### src/rtl/snd_dma_arbiter.sv
// snd_dma_arbiter: multi-channel sound DMA frame controller granting one requesting channel per bus slot; ports clk32/reset/slot_en, per-channel ch_on/ch_rep/ch_req/ch_start/ch_end in, ch_addr/ch_frame/ch_int/ch_stoff and dma_load/dma_addr/dma_ch out; define SNDDMA_RR_EN for round-robin (default fixed priority, lowest index wins)
module snd_dma_arbiter #(
  parameter int NCH = 2,
  parameter int AW  = 21,
  parameter int CW  = 3
) (
  input  logic              clk32,
  input  logic              reset,
  input  logic              slot_en,
  input  logic [NCH-1:0]    ch_on,
  input  logic [NCH-1:0]    ch_rep,
  input  logic [NCH-1:0]    ch_req,
  input  logic [NCH*AW-1:0] ch_start,
  input  logic [NCH*AW-1:0] ch_end,
  output logic [NCH*AW-1:0] ch_addr,
  output logic [NCH-1:0]    ch_frame,
  output logic [NCH-1:0]    ch_int,
  output logic [NCH-1:0]    ch_stoff,
  output logic              dma_load,
  output logic [AW-1:0]     dma_addr,
  output logic [CW-1:0]     dma_ch
);
  typedef enum logic [1:0] {IDLE, RUN, DONE} state_t;
  state_t st_q [NCH];
  state_t st_d [NCH];
  logic [AW-1:0] cnt_q [NCH];
  logic [AW-1:0] cnt_d [NCH];
  logic [AW-1:0] end_q [NCH];
  logic [AW-1:0] end_d [NCH];
  logic [NCH-1:0] int_q, int_d, stoff_q, stoff_d, elig, empty, hit;
  logic load_q, gnt;
  logic [AW-1:0] addr_q, gaddr;
  logic [CW-1:0] ch_q, gidx;
  int base;
`ifdef SNDDMA_RR_EN
  logic [CW-1:0] last_q;
`endif
  always_comb begin
    for (int i = 0; i < NCH; i++) begin
      // counter only meets the latched end when the frame was empty on entry/reload
      empty[i] = cnt_q[i] == end_q[i];
      elig[i]  = slot_en && st_q[i] == RUN && ch_on[i] && ch_req[i] && !empty[i];
    end
  end
  always_comb begin
`ifdef SNDDMA_RR_EN
    base = int'(last_q) + 1;
`else
    base = 0;
`endif
    gnt   = 1'b0;
    gidx  = '0;
    gaddr = '0;
    hit   = '0;
    for (int k = 0; k < NCH; k++)
      for (int j = 0; j < NCH; j++)
        if (!gnt && j == (base + k) % NCH && elig[j]) begin
          gnt    = 1'b1;
          gidx   = CW'(j);
          gaddr  = cnt_q[j];
          hit[j] = 1'b1;
        end
  end
  always_comb begin
    for (int i = 0; i < NCH; i++) begin
      st_d[i]    = st_q[i];
      cnt_d[i]   = cnt_q[i];
      end_d[i]   = end_q[i];
      int_d[i]   = 1'b0;
      stoff_d[i] = 1'b0;
      case (st_q[i])
        IDLE: if (ch_on[i]) begin
          st_d[i]  = RUN;
          cnt_d[i] = ch_start[i*AW +: AW];
          end_d[i] = ch_end[i*AW +: AW];
        end
        RUN: if (!ch_on[i]) st_d[i] = IDLE;
        else if (empty[i] || (hit[i] && (cnt_q[i] + AW'(1)) == end_q[i])) begin
          int_d[i]   = 1'b1;
          cnt_d[i]   = ch_start[i*AW +: AW];
          end_d[i]   = ch_rep[i] ? ch_end[i*AW +: AW] : end_q[i];
          st_d[i]    = ch_rep[i] ? RUN : DONE;
          stoff_d[i] = !ch_rep[i];
        end
        else if (hit[i]) cnt_d[i] = cnt_q[i] + AW'(1);
        default: if (!ch_on[i]) st_d[i] = IDLE;
      endcase
    end
  end
  always_ff @(posedge clk32) begin
    if (reset) begin
      for (int i = 0; i < NCH; i++) begin
        st_q[i]  <= IDLE;
        cnt_q[i] <= '0;
        end_q[i] <= '0;
      end
      int_q   <= '0;
      stoff_q <= '0;
      load_q  <= 1'b0;
      addr_q  <= '0;
      ch_q    <= '0;
`ifdef SNDDMA_RR_EN
      last_q  <= CW'(NCH - 1);
`endif
    end else begin
      for (int i = 0; i < NCH; i++) begin
        st_q[i]  <= st_d[i];
        cnt_q[i] <= cnt_d[i];
        end_q[i] <= end_d[i];
      end
      int_q   <= int_d;
      stoff_q <= stoff_d;
      load_q  <= gnt;
      addr_q  <= gnt ? gaddr : addr_q;
      ch_q    <= gnt ? gidx : ch_q;
`ifdef SNDDMA_RR_EN
      last_q  <= gnt ? gidx : last_q;
`endif
    end
  end
  for (genvar g = 0; g < NCH; g++) begin : g_out
    assign ch_addr[g*AW +: AW] = cnt_q[g];
    assign ch_frame[g]         = st_q[g] == RUN;
  end
  assign ch_int   = int_q;
  assign ch_stoff = stoff_q;
  assign dma_load = load_q;
  assign dma_addr = addr_q;
  assign dma_ch   = ch_q;
endmodule

### config.mk
export PLATFORM = sky130hd
export DESIGN_NAME = snd_dma_arbiter
export DESIGN_NICKNAME = d
export VERILOG_FILES = /design/src/rtl/snd_dma_arbiter.sv
export SDC_FILE = /design/constraint.sdc
export NUM_CORES = 1
export LEC_CHECK = 0
export ABC_AREA = 1
export BUFFER_PORTS_ARGS = -buffer_cell sky130_fd_sc_hd__buf_2
export CORE_MARGIN = 1
export CORE_UTILIZATION = 60
export DETAILED_ROUTE_END_ITERATION = 8
export MAX_ROUTING_LAYER = met4
export PLACE_DENSITY_LB_ADDON = 0.3
export SLEW_MARGIN = 30
export SYNTH_ARGS = -nofsm -noshare
export SYNTH_HDL_FRONTEND = slang
export SYNTH_SLANG_ARGS = --single-unit
### constraint.sdc
create_clock -name clk32 -period 4.6 [get_ports clk32]
set_clock_uncertainty 0.2 [all_clocks]
set_input_delay 0.92 -clock clk32 [delete_from_list [all_inputs] [get_ports clk32]]
set_output_delay 0.92 -clock clk32 [all_outputs]
set_load 0.02 [all_outputs]
==> impl_metrics.json <==
{
  "muxShareOfSynthArea_pct": 0,
  "timing.final.crit_period_ns": 3.59,
  "endpoint_kind": "register",
  "antenna_found_initial": 0,
  "fillers": 1064,
  "syn_area_per_cell_um2": 6.23,
  "yosysWarningCount": 0,
  "hold_viol": 0,
  "die-area_mm2": 0.0133,
  "synth-simple-area-share_pct": 38.3,
  "slew_violations": 0,
  "worst-r2r-cell-count": 15,
  "synth.area.top_cells": "dfxtp_1 30%, nand2_1 15%, inv_1 9.1%",
  "grt_pass1_wl_um": 36700,
  "port_buffers": 163,
  "cts_num_sinks": 115,
  "layout_common_cells": "313 x nand2_1, 185 x inv_1, 163 x buf_2, 155 x nor2_1, 115 x dfxtp_1",
  "critical_path_required_ns": 4.75,
  "hold_buffers": 0,
  "dp_worst_setup_slack_ns": 1.02,
  "synth_top_family_by_area": "simple AND/OR/NAND/NOR gates",
  "firstDrtPassIters": 5,
  "synth-compound-area-share_pct": 9.00,
  "async_reset_ff_share_pct": 0,
  "cp-start-kind": "register",
  "viasPerCell": 5.41,
  "wirelength_um": 23100,
  "pin_count": 166,
  "fp.coreArea_mm2": 0.0123,
  "synth_xor_area_share_pct": 8.76,
  "path_clk_slew_ns": 0.06,
  "worstSetupPathType": "reg2reg",
  "cts_resized": 0,
  "r2r-end": "end_q[0][6]$_SDFFE_PP0P_",
  "grt_usage_pct": 36.8,
  "ant_nets": 0,
  "tightest_slew_ns": 0.901,
  "dp_hpwl_um": 16900,
  "synthAdderAreaFrac_pct": 0.325,
  "final_util_pct": 74.1,
  "leakagePower_uw": 0.00491,
  "cp_max_fo": 23,
  "min_path_cells": 2,
  "cts_setup_buffers": 0,
  "rr_startpoint": "cnt_q[0][1]$_SDFFE_PP0P_",
  "syn_inst": 1234,
  "layout.nets": 1461,
  "whs_endpoint": "st_q[0][0]$_SDFFE_PP0P_",
  "placement_rows": 40,
  "period_share_pct": 78.1,
  "dieWidth_um": 115,
  "synth_edf_count": 0,
  "insertion_delay_ns": 0.42,
  "cts_buffers": 17,
  "start_util_pct": 62.7,
  "fin_ws_ns": 1.01,
  "ys_ff_latch": 115,
  "cts_root_buf": "clkbuf_16",
  "place.gp.congestion": 0.995,
  "placed_area_mm2": 0.00848,
  "worstHoldPathType": "reg2reg",
  "max-cap-violations": 0,
  "synth_ff_type": "dfxtp_1",
  "cts.path.max_buffers": 2,
  "netlist_area_mm2": 0.00769,
  "wl_per_cell_um": 14.9,
  "synth_top_area_share_pct": 29.9,
  "die_h_um": 115,
  "syn2layout_area_growth_pct": 18.2,
  "final_common_cell": "nand2_1",
  "htreeDepth": 4,
  "critical_path_arrival_ns": 3.75,
  "grt_overflow": 0,
  "fmax_mhz": 278,
  "fin_area_mm2": 0.00909,
  "min_from": "st_q[0][0]$_SDFFE_PP0P_",
  "grt_max_degree": 69,
  "vdd_drop_max_v": 0.000269,
  "outcome": "complete, no violations",
  "drt_iter0_markers": 956,
  "dp_cells": 1515,
  "setup_tns_ns": 0,
  "remaining_drc_errors": 0,
  "setup_viol": 0,
  "power_density_mw_per_mm2": 365,
  "startpoint": "cnt_q[0][1]$_SDFFE_PP0P_",
  "relSlewSlack_pct": 39.9,
  "synth_top_cell_by_area": "dfxtp_1",
  "r2r_slack_ns": 1.01,
  "ys_types": 36,
  "drive_above_1_share_pct": 17.9,
  "instances_no_fill": 1547,
  "grt_pass1_vias": 7630,
  "rsz0062_at_grt": "no",
  "cts_tree": "yes",
  "diodes": 0,
  "ys_seq_area_share_pct": 29.9,
  "vias": 8374
}
==> logic make-up after synthesis <==
family / Yosys count
AO/OA/AOI/OAI: 123
XOR/XNOR: 76
adder cells (fa/ha/maj): 2
buffers and inverters: 257
flip-flops: 115
other: 1
AND/OR/NAND/NOR: 660
==> registers in the layout, summed over array words and instances, names as in the netlist <==
name,flops
ch_stoff,2
dma_ch,1
st_q,4
dma_addr,21
cnt_q,42
ch_int,2
end_q,42
dma_load,1
==> critical path: stages (launching register included) <==
cell and delay (ns):
dfxtp_1 0.44, ha_1 0.29, nand3_4 0.14, nor2_2 0.22, nand2_1 0.12, nor2_4 0.15, nand3_2 0.12, nand2_1 0.09
nand3_1 0.08, nor2_1 0.18, nand3_2 0.45, nand3_2 0.23, nand2_2 0.26, inv_2 0.36, nor2_1 0.08, nor2_1 0.12
==> final cells by class <==
class                   count  area, um2  share of cell area, %
clock buffers              19        443                   4.87
clock inverters            13        160                   1.76
inverters                 196        738                   8.12
multi-input cells         863       4340                   47.8
flip-flops and latches    115       2300                   25.3
well taps                 168        210                   2.31
repair buffers            173        891                   9.80
==> layer usage <==
layer  vias to the layer above  wire length [um]  GRT usage, %
met4                         0               944          19.1
met1                      3708              9090          42.9
met5                         -                 0             -
met3                        79              1880          5.48
li1                       4137                 -             -
met2                       450             11100          61.4
==> worst max path at each step <==
stage | endpoint | slack [ns] | cells past startpoint
4_1_cts | cnt_q[0][23]$_SDFFE_PP0P_ | 1.09 | 15
6_report | end_q[0][6]$_SDFFE_PP0P_ | 1.01 | 15
3_5_place_dp | cnt_q[0][36]$_SDFFE_PP0P_ | 1.02 | 16
5_1_grt | end_q[0][20]$_SDFFE_PP0P_ | 0.63 | 15
3_3_place_gp | end_q[0][18]$_SDFFE_PP0P_ | 1.14 | 15
2_1_floorplan | end_q[0][21]$_SDFFE_PP0P_ | 1.97 | 15
==> stage by stage <==
stage	total power, uW	hold WS [ns]
4_1_cts	3300	0.264
3_5_place_dp	1960	0.257
2_1_floorplan	1740	0.239
6_report	3320	0.265
3_3_place_gp	1940	0.265
5_1_grt	3460	0.286
==> synth_stat cells (all sizes together), types with 15 or more instances <==
cell type / count
a21oi: 66
buf: 32
clkbuf: 29
dfxtp: 115
inv: 193
nand2: 320
nand3: 109
nand4: 50
nor2: 166
o21ai: 34
o221ai: 15
xnor2: 16
xor2: 60
==> power by group <==
part           leakage (uW)  switching, uW  internal, uW  total (uW)
registers          0.000947            124          1080        1200
clock network      0.000281            494           863        1360
logic               0.00368            477           281         758
Power figures use the tool's default switching activity.
